<file path="config.mk">
export PLATFORM = sky130hd
export DESIGN_NAME = hs4_tx_fifo
export DESIGN_NICKNAME = d
export VERILOG_FILES = /design/src/rtl/hs4_pkg.sv /design/src/rtl/hs_sync.sv /design/src/rtl/hs4_tx_fifo.sv
export SDC_FILE = /design/constraint.sdc
export NUM_CORES = 1
export LEC_CHECK = 0
export ABC_AREA = 1
export CAP_MARGIN = 10
export CORE_UTILIZATION = 50
export CTS_CLUSTER_DIAMETER = 200
export DETAILED_ROUTE_END_ITERATION = 10
export PLACE_DENSITY = 0.73
export SETUP_SLACK_MARGIN = 0.1
export SYNTH_ARGS = -nofsm -noshare
export SYNTH_HDL_FRONTEND = slang
export SYNTH_SLANG_ARGS = --single-unit
</file>
<file path="constraint.sdc">
create_clock -name clk -period 1.65 [get_ports clk]
set_input_delay 0.165 -clock clk [delete_from_list [all_inputs] [get_ports clk]]
set_output_delay 0.165 -clock clk [all_outputs]
set_load 0.02 [all_outputs]
</file>
<file path="src/rtl/hs4_pkg.sv">
// hs4_pkg: definitions shared by the 4-phase handshake transmitter
// (hs4_tx_fifo) and the future matching receiver.
//   state_e : handshake FSM states, 2-bit encoding
//   ptr_w() : FIFO pointer width for a power-of-two depth
package hs4_pkg;

  typedef enum logic [1:0] {
    IDLE    = 2'd0,
    REQ     = 2'd1,
    RELEASE = 2'd2,
    GAP     = 2'd3
  } state_e;

  function automatic int ptr_w(input int depth);
    return (depth > 1) ? $clog2(depth) : 1;
  endfunction

endpackage

</file>
<file path="src/rtl/hs_sync.sv">
// hs_sync: multi-flop synchroniser for a single asynchronous level.
//   clk : destination clock
//   rst : asynchronous active-high reset, all flops cleared to 0
//   d   : asynchronous input level
//   q   : synchronised level, STAGES clk edges behind d
module hs_sync #(
  parameter int STAGES = 2
) (
  input  logic clk,
  input  logic rst,
  input  logic d,
  output logic q
);

  logic [STAGES-1:0] ff;

  // NOTE: sequential state uses non-blocking assignments so every flop
  // samples the value its neighbour held before the edge.
  always_ff @(posedge clk or posedge rst) begin
    if (rst) ff <= '0;
    else     ff <= {ff[STAGES-2:0], d};
  end

  assign q = ff[STAGES-1];

endmodule

</file>
<file path="src/rtl/hs4_tx_fifo.sv">
// hs4_tx_fifo: buffered source side of a 4-phase (return-to-zero) req/ack
// handshake. Local words enter a FIFO through valid/ready and are sent one
// per full handshake to a receiver in a foreign clock domain.
// Optional feature: define HS4_TX_TIMEOUT_EN to add the sticky 'timeout'
// output, set after TIMEOUT consecutive cycles spent waiting in REQ.
// Ports:
//   clk, rst  : clock, asynchronous active-high reset
//   in_valid  : local word offered        in_ready : FIFO not full
//   in_data   : local word
//   data_req  : registered request         data_out : registered word
//   data_ack  : receiver acknowledge (asynchronous to clk)
//   level     : FIFO occupancy 0..DEPTH    busy     : FSM not in IDLE
//   done      : one-cycle pulse when the ack of a word is seen high
//   timeout   : (HS4_TX_TIMEOUT_EN only) sticky REQ-dwell timeout
module hs4_tx_fifo #(
  parameter int DW          = 4,
  parameter int DEPTH       = 8,
  parameter int SYNC_STAGES = 2,
  parameter int GAP         = 5,
  parameter int TIMEOUT     = 255
) (
  input  logic                     clk,
  input  logic                     rst,
  input  logic                     in_valid,
  output logic                     in_ready,
  input  logic [DW-1:0]            in_data,
  output logic                     data_req,
  output logic [DW-1:0]            data_out,
  input  logic                     data_ack,
  output logic [$clog2(DEPTH):0]   level,
  output logic                     busy,
  output logic                     done
`ifdef HS4_TX_TIMEOUT_EN
  ,
  output logic                     timeout
`endif
);

  import hs4_pkg::*;

  localparam int PW = ptr_w(DEPTH);
  localparam int LW = $clog2(DEPTH) + 1;
  localparam int CW = (GAP > 0) ? $clog2(GAP + 1) : 1;
  localparam logic [CW-1:0] GAP_LAST = CW'((GAP > 0) ? GAP - 1 : 0);

  // The parameter GAP hides the enum literal of the same name, so that
  // state is always written package-qualified below.
  state_e          state, state_n;
  logic            ack_s;
  logic            push, pop;
  logic [PW-1:0]   wr_ptr, rd_ptr;
  logic [CW-1:0]   gap_cnt;
  logic [DW-1:0]   mem [DEPTH];

  hs_sync #(.STAGES(SYNC_STAGES)) u_ack_sync (
    .clk (clk),
    .rst (rst),
    .d   (data_ack),
    .q   (ack_s)
  );

  // No bypass: a full FIFO refuses the push even if a pop happens that cycle.
  assign in_ready = (level != LW'(DEPTH));
  assign push     = in_valid && in_ready;
  // A stale ack still high in IDLE blocks the next request.
  assign pop      = (state == IDLE) && (level != '0) && !ack_s;
  assign busy     = (state != IDLE);

  // NOTE: the storage array has no reset; words are only read after being
  // written, and occupancy is tracked by the reset pointers and level.
  always_ff @(posedge clk) begin
    if (push) mem[wr_ptr] <= in_data;
  end

  always_ff @(posedge clk or posedge rst) begin
    if (rst) begin
      wr_ptr <= '0;
      rd_ptr <= '0;
      level  <= '0;
    end else begin
      if (push) wr_ptr <= wr_ptr + PW'(1);
      if (pop)  rd_ptr <= rd_ptr + PW'(1);
      case ({push, pop})
        2'b10:   level <= level + LW'(1);
        2'b01:   level <= level - LW'(1);
        default: level <= level;
      endcase
    end
  end

  // NOTE: every signal written here gets a default first so no latch is
  // inferred on paths that do not assign it.
  always_comb begin
    state_n = state;
    case (state)
      IDLE:    if (pop)    state_n = REQ;
      REQ:     if (ack_s)  state_n = RELEASE;
      RELEASE: if (!ack_s) state_n = (GAP == 0) ? IDLE : hs4_pkg::GAP;
      hs4_pkg::GAP: if (gap_cnt == GAP_LAST) state_n = IDLE;
      default: state_n = IDLE;
    endcase
  end

  always_ff @(posedge clk or posedge rst) begin
    if (rst) begin
      state    <= IDLE;
      data_req <= 1'b0;
      data_out <= '0;
      done     <= 1'b0;
      gap_cnt  <= '0;
    end else begin
      state    <= state_n;
      data_req <= (state_n == REQ);
      done     <= (state == REQ) && ack_s;
      // data_out changes only when a word is popped on the IDLE->REQ edge.
      if (pop) data_out <= mem[rd_ptr];
      gap_cnt  <= (state == hs4_pkg::GAP) ? gap_cnt + CW'(1) : '0;
    end
  end

`ifdef HS4_TX_TIMEOUT_EN
  localparam int TW = (TIMEOUT > 1) ? $clog2(TIMEOUT + 1) : 1;
  localparam logic [TW-1:0] DWELL_LAST = TW'((TIMEOUT > 0) ? TIMEOUT - 1 : 0);

  logic [TW-1:0] dwell;

  // dwell counts completed cycles in REQ; the TIMEOUT-th one sets the flag,
  // which stays set until reset while the handshake continues unaffected.
  always_ff @(posedge clk or posedge rst) begin
    if (rst) begin
      dwell   <= '0;
      timeout <= 1'b0;
    end else begin
      if (state != REQ)             dwell <= '0;
      else if (dwell != DWELL_LAST) dwell <= dwell + TW'(1);
      if ((state == REQ) && (dwell == DWELL_LAST)) timeout <= 1'b1;
    end
  end
`endif

endmodule

</file>
==> Yosys cells after proc, flatten, opt, wreduce, memory -nomap -nowiden <==
Memory sizes are Yosys's and may differ from the RTL's. A register that Yosys moved wholly into a read port is not among the register bits.
Cells that the tools add are included.
{ "classes": {"n_addsub": 5, "eq_ne": 8, "n_mux": 9, "n_reduce_logical": 9} }
{ "op_table": {"columns": ["operator", "n"], "rows": [
  ["$add 3x1->3 const B", 3],
  ["$mux 2", 4],
  ["$pmux 2 s4", 1],
  ["$pmux 4 s2", 1],
  ["$eq 2x1->1 const B", 3],
  ["$eq 2x2->1 const B", 3],
  ["$add 4x1->4 const B", 1],
  ["$logic_and 1x1->1", 4],
  ["$ne 4x4->1 const B", 1],
  ["$reduce_bool 2->1", 2],
  ["$reduce_bool 4->1", 1],
  ["$sub 4x1->4 const B", 1],
  ["$eq 3x3->1 const B", 1],
  ["$mux 3", 1],
  ["$logic_not 2->1", 1],
  ["$mux 1", 2],
  ["$logic_not 1->1", 1]
]} }
{ "word_totals": {"regBits": 19, "ramBits": 32, "output_inout_bits": 12, "n_memories": 1} }
{ "mem_list": {"columns": ["memory", "words", "width", "rd", "rd_ports_with_merged_regs", "wr", "line", "rtl"], "rows": [
  ["mem", 8, 4, 1, 1, 1, "hs4_tx_fifo.sv:53", "logic [DW-1:0] mem [DEPTH];"]
]} }

==> Logic depth before layout (Yosys ltp) <==
{ "depth": {"word_depth": 6, "mapped_depth": 12} }

==> Hierarchy <==
Synthesis repeated with hierarchy kept, for this count alone.
{ "hier_totals": {"hier_cells": 225, "hier_area_um2": 2391.0} }
{ "modules_own_cells": {"columns": ["mod", "n_inst", "cells_each", "area_per_inst_um2", "seq_area_each_um2"], "rows": [
  ["hs4_tx_fifo", 1, 222, 2337.2, 1486.4],
  ["hs_sync", 1, 3, 53.8, 50.0]
]} }

==> Worst setup path after synthesis <==
No wires, ideal clock.
{ "synth_timing": {"kind": "register to register", "startpoint": "register level[1]", "endpoint": "register level[2]", "setup_ns": 0.129, "t_arrival_ns": 1.816, "path_slack_ns": -0.295, "path_stages_with_launch": 12, "period_less_slack_ns": 1.945, "path_cell_list": "dfrtp_1 -> nor2_2 -> nand3_2 -> nand2_2 -> ha_1 -> nand2_1 -> inv_1 -> nor2_1 -> ha_1 -> a21oi_1 -> xor2_1 -> o21ai_0"} }
{ "synth_between": {"elab_cells_between_ends": 11} }
{ "synth_rtl": {"columns": ["item", "line", "rtl"], "rows": [
  ["start: declaration", "hs4_tx_fifo.sv:30", "output logic [$clog2(DEPTH):0] level,"],
  ["start signal: assignment", "hs4_tx_fifo.sv:84", "2'b10: level <= level + LW'(1);"],
  ["start signal: assignment", "hs4_tx_fifo.sv:85", "2'b01: level <= level - LW'(1);"],
  ["start signal: assignment", "hs4_tx_fifo.sv:86", "default: level <= level;"],
  ["$ne 4x4->1 (*)", "hs4_tx_fifo.sv:63", "assign in_ready = (level != LW'(DEPTH));"],
  ["named net in_ready", "hs4_tx_fifo.sv:25", "output logic in_ready,"],
  ["$logic_and 1x1->1 (*)", "hs4_tx_fifo.sv:64", "assign push = in_valid && in_ready;"],
  ["$eq 2x1->1 or $eq 2x2->1 (tied branches)", "hs4_tx_fifo.sv:83", "case ({push, pop})"],
  ["$pmux 4 s2 or $reduce_bool 2->1 (tied branches)", null, null]
]} }
Mark *: on every way through the listed nets, which the timed path passes. The rest lies on a longest branch.
A chain may end at the register's enable or synchronous reset.

==> Worst setup path in the final report <==
{ "layout_timing": {"startpoint": "register level[0]", "endpoint": "register level[2]"} }
{ "layout_between": {"elab_chain_len": 5, "elab_cells_between_ends": 11} }
{ "layout_rtl": {"columns": ["item", "line", "rtl"], "rows": [
  ["$reduce_bool 4->1 (*)", "hs4_tx_fifo.sv:66", "assign pop = (state == IDLE) && (level != '0) && !ack_s;"],
  ["$logic_and 1x1->1 (*) (2 in a row)", "hs4_tx_fifo.sv:66", null],
  ["named net pop", "hs4_tx_fifo.sv:50", "logic push, pop;"],
  ["$eq 2x1->1 or $eq 2x2->1 (tied branches)", "hs4_tx_fifo.sv:83", null],
  ["$pmux 4 s2 or $reduce_bool 2->1 (tied branches)", null, null]
]} }
Marked as above.

==> results.md <==
Outcome:
- The run finished, with violations left.
- The final reports fail on negative setup slack.

Detailed routing:
- The wire length per cell after detailed routing is 14.6 um.
- The pre-antenna-repair detailed-routing pass consisted of 4 iterations.
- The post-detailed-route via-to-cell ratio is 5.11.
- The number of design rule violations left after detail routing is 0.
- The first routing iteration left 57 violations.
- The count of nets left with antenna violations once routing finished came out at 0.
- The via total after detailed routing is 1665.
- The total wire length is 4750 um.

Worst hold path:
- The min-delay analysis places its worst path in the category input pin to asynchronous set/reset pin.

Clock network:
- CTS placed an instance of sky130_fd_sc_hd__clkbuf_8 at the clock tree root.
- The worst-case clock buffer depth is 2.
- Clock tree synthesis found a total of 55 sinks.
- CTS built an H-tree with a depth of 2.
- The number of hold buffers added after CTS was 0.
- Clock tree synthesis inserted a total of 5 buffers.
- The clock tree from TritonCTS is built.
- Clock-pin slew was measured on the worst setup and hold paths at 0.09 ns.
- The insertion delay to the later sink of the worst-skew pair is just over 0.3 ns.

GRT:
- The overall overflow remaining after global route is 0.
- The initial antenna violation count is 0.
- Across every metal layer, demand over resource in global routing totals 20.4%.
- The maximum number of pins on one net before global-route repair is 20.
- The number of global-route vias before repair came to 1665.
- The first-pass GRT wire length is 7650 um.

Place:
- At the placement stage, the worst setup path has a slack of -0.110 ns.
- After legalization and detailed placement, the total HPWL measured 3250 um.
- The total cell area at the placement stage is approximately 2800 um^2.
- The port buffer count is 19.
- Routability-driven placement finished with a final weighted congestion of 0.791.

Logic synthesis:
- The synthesized design contains 55 register bits.
- The cell area after synthesis is 2390 um^2.
- The largest family of logic cells by synthesized area is simple AND/OR/NAND/NOR gates.
- Of the total synthesized cell area, the portion taken by full adders, half adders and majority gates is around 3.7%.
- Synthesis handed over a netlist of 224 instances.
- A synthesized cell averages 10.7 um^2.
- Of the total synthesized cell area, the portion taken by XOR and XNOR cells is 2.20%.
- The mux cell area share after synthesis is 0%.
- Of the synthesized area, sequential elements account for between 60% and 70%.
- The simple logic cell fraction of the synthesized area is 19.2%.
- The total number of yosys warnings is 0.
- The number of nets produced by synthesis is 239.
- The fraction of the mapped netlist area in compound gates is roughly 5.8%.
- The netlist uses 21 different library cells.

Timing:
- Setup violations remaining at the end of the flow were counted as 2.
- At the pin with the least slew margin, the transition time is 0.357 ns.
- The max-slew violation total from the final report is 0.
- The final period utilization is 105%.
- The post-layout worst setup margin is -0.0897 ns.
- Setup repair after global routing could not meet its margin everywhere.
- The relative slew slack is about 76%.
- Clock skew on the completed layout was measured at 0.00573 ns.
- Timing would allow up to ~570 MHz.
- The number of failing hold endpoints at the final stage came to 0.
- The shortest period the worst path allows is around 1.7 ns.
- The worst hold margin is 0.109 ns.

Critical path:
- The startpoint kind of the worst setup timing path is a flop.
- The critical path in this run is classified as flop to flop.
- The setup check on the worst reg-to-reg path leaves a slack of -0.09 ns.
- For the worst setup path, the data arrival time is 1.97 ns.
- The peak fanout along the critical path is 3.
- The required arrival time at the worst endpoint is 1.88 ns.
- The worst setup path is captured at a flop.

Floorplanning:
- The initialized floorplan defines 24 standard-cell rows.
- The number of top-level design ports is 20.
- The die is 71.1 um wide.
- In this run the standard cell core region covers ~4500 um^2.
- Once the floorplan was initialized, standard cells occupied between 50% and 60% of the core.
- The y dimension of the die is 71.1 um.
- The floorplan step defined a die boundary enclosing ~5100 um^2.

Final layout:
- Leaving out fill and tap cells, the most frequent cells in the layout are 35 x sky130_fd_sc_hd__nor2_1, 32 x sky130_fd_sc_hd__edfxtp_1, 31 x sky130_fd_sc_hd__nand2_1.
- With fillers left out, the area of the finished cells amounts to 3070 um^2.
- The final core utilization is 68.7%.
- The fraction of layout instances using a drive strength above 1 is ~27%.
- From synthesis to final layout, the design area changed by 28.7%.
- The most common cell after layout, fill and taps aside is sky130_fd_sc_hd__nor2_1.
- The number of nets in the layout is around 290.
- The repair_antennas step left the layout with diodes totalling 0.

Flow run:
- The total of max-cap violations is 0.

Power and ir drop:
- In this run the static leakage power is 1.27 nW.
- Summing internal, switching and leakage power gives 5.01 mW.
- The largest voltage drop on the vdd net is between 1000 and 1500 uV.
- The power per cell area is 1630 nW/um^2.
==> path summary, 6_finish.rpt <==
kind,startpoint,end,depth (start not counted)
worst max-delay path,level[0]$_DFFE_PP0P_,level[2]$_DFFE_PP0P_,10
worst min-delay path,rst,wr_ptr[0]$_DFFE_PP0P_,2
worst min register to register,u_ack_sync.ff[0]$_DFF_PP0_,u_ack_sync.ff[1]$_DFF_PP0_,0
worst max register to register,level[0]$_DFFE_PP0P_,level[2]$_DFFE_PP0P_,10
max in group asynchronous,rst,state[1]$_DFF_PP0_,3
min in group clk,data_ack,u_ack_sync.ff[0]$_DFF_PP0_,1
==> kinds of logic after synthesis <==
logic type / count (synthesis)
simple gates: 106
flops: 55
compound gates: 26
buf+inv: 24
fa+ha+maj: 7
xor+xnor: 6
==> where the power goes <==
part	internal [mW]	switching [mW]
Combinational	0.951	1.31
Clock	0.289	0.422
Sequential	1.81	0.219
==> metal layers <==
layer  vias up  wire, um  track usage [%]
li1        835         -                -
met1       798      2120             26.1
met2        24      2400             33.1
met3         8       140             4.84
met4         0        93             9.33
met5         -         0                0
==> worst max-delay path: stages, from the launching register on <==
cell and delay, ns:
sky130_fd_sc_hd__dfrtp_2 0.44, sky130_fd_sc_hd__nor2_4 0.14, sky130_fd_sc_hd__and2_4 0.18, sky130_fd_sc_hd__nor2_8 0.05
sky130_fd_sc_hd__ha_4 0.17, sky130_fd_sc_hd__buf_4 0.14, sky130_fd_sc_hd__nand2_1 0.09, sky130_fd_sc_hd__nand2_2 0.08
sky130_fd_sc_hd__buf_4 0.14, sky130_fd_sc_hd__xor2_1 0.13, sky130_fd_sc_hd__o21ai_1 0.11
==> sequential cells by signal, summed over array words and instances (netlist names) <==
| register | count |
|---|---|
| done | 1 |
| state | 2 |
| wr_ptr | 3 |
| data_req | 1 |
| gap_cnt | 3 |
| rd_ptr | 3 |
| level | 4 |
| data_out | 4 |
| u_ack_sync.ff | 2 |
| mem | 32 |
==> final cells by class <==
| class | count | area, um^2 |
|---|---|---|
| Clock buffer | 5 | 68.8 |
| Clock inverter | 3 | 15.0 |
| Fill cell | 349 | 1400 |
| Inverter | 20 | 75.1 |
| Multi-Input combinational cell | 145 | 896 |
| Sequential cell | 55 | 1540 |
| Tap cell | 52 | 65.1 |
| Timing Repair Buffer | 46 | 412 |
==> Yosys cell counts <==
| cell type | instances | area [um^2] |
|---|---|---|
| sky130_fd_sc_hd__nand3_2 | 1 | 10.0 |
| sky130_fd_sc_hd__edfxtp_1 | 32 | 961 |
| sky130_fd_sc_hd__nor2_1 | 46 | 173 |
| sky130_fd_sc_hd__nand2_2 | 1 | 6.26 |
| sky130_fd_sc_hd__dfrtp_1 | 23 | 576 |
| sky130_fd_sc_hd__inv_2 | 3 | 11.3 |
| sky130_fd_sc_hd__buf_6 | 3 | 33.8 |
| sky130_fd_sc_hd__nand3_1 | 17 | 85.1 |
| sky130_fd_sc_hd__a31oi_2 | 1 | 12.5 |
| sky130_fd_sc_hd__buf_2 | 1 | 5.00 |
| sky130_fd_sc_hd__xor2_1 | 4 | 35.0 |
| sky130_fd_sc_hd__nor2_2 | 2 | 12.5 |
| sky130_fd_sc_hd__and2_4 | 1 | 8.76 |
| sky130_fd_sc_hd__inv_1 | 17 | 63.8 |
| sky130_fd_sc_hd__xnor2_1 | 2 | 17.5 |
| sky130_fd_sc_hd__o21ai_0 | 21 | 105 |
| sky130_fd_sc_hd__nor2_8 | 1 | 20.0 |
| sky130_fd_sc_hd__nand2_1 | 36 | 135 |
| sky130_fd_sc_hd__a21oi_1 | 4 | 20.0 |
| sky130_fd_sc_hd__ha_1 | 7 | 87.6 |
| sky130_fd_sc_hd__or2_4 | 1 | 8.76 |
==> through the flow <==
step | setup TNS (ns) | cells
after floorplan | -0.137 | 224
after global placement | -0.292 | 313
after detailed placement | -0.762 | 313
after CTS | -0.0863 | 323
after global routing | -0.361 | 326
final | -0.138 | 326
==> timing repair <==
item                                    in CTS  in global routing
endpoints found under the setup margin      38                 36
pin swaps                                    9                 14
resized for setup                           29                 23
setup buffers                                2                  3
Power figures use the tool's default switching activity.
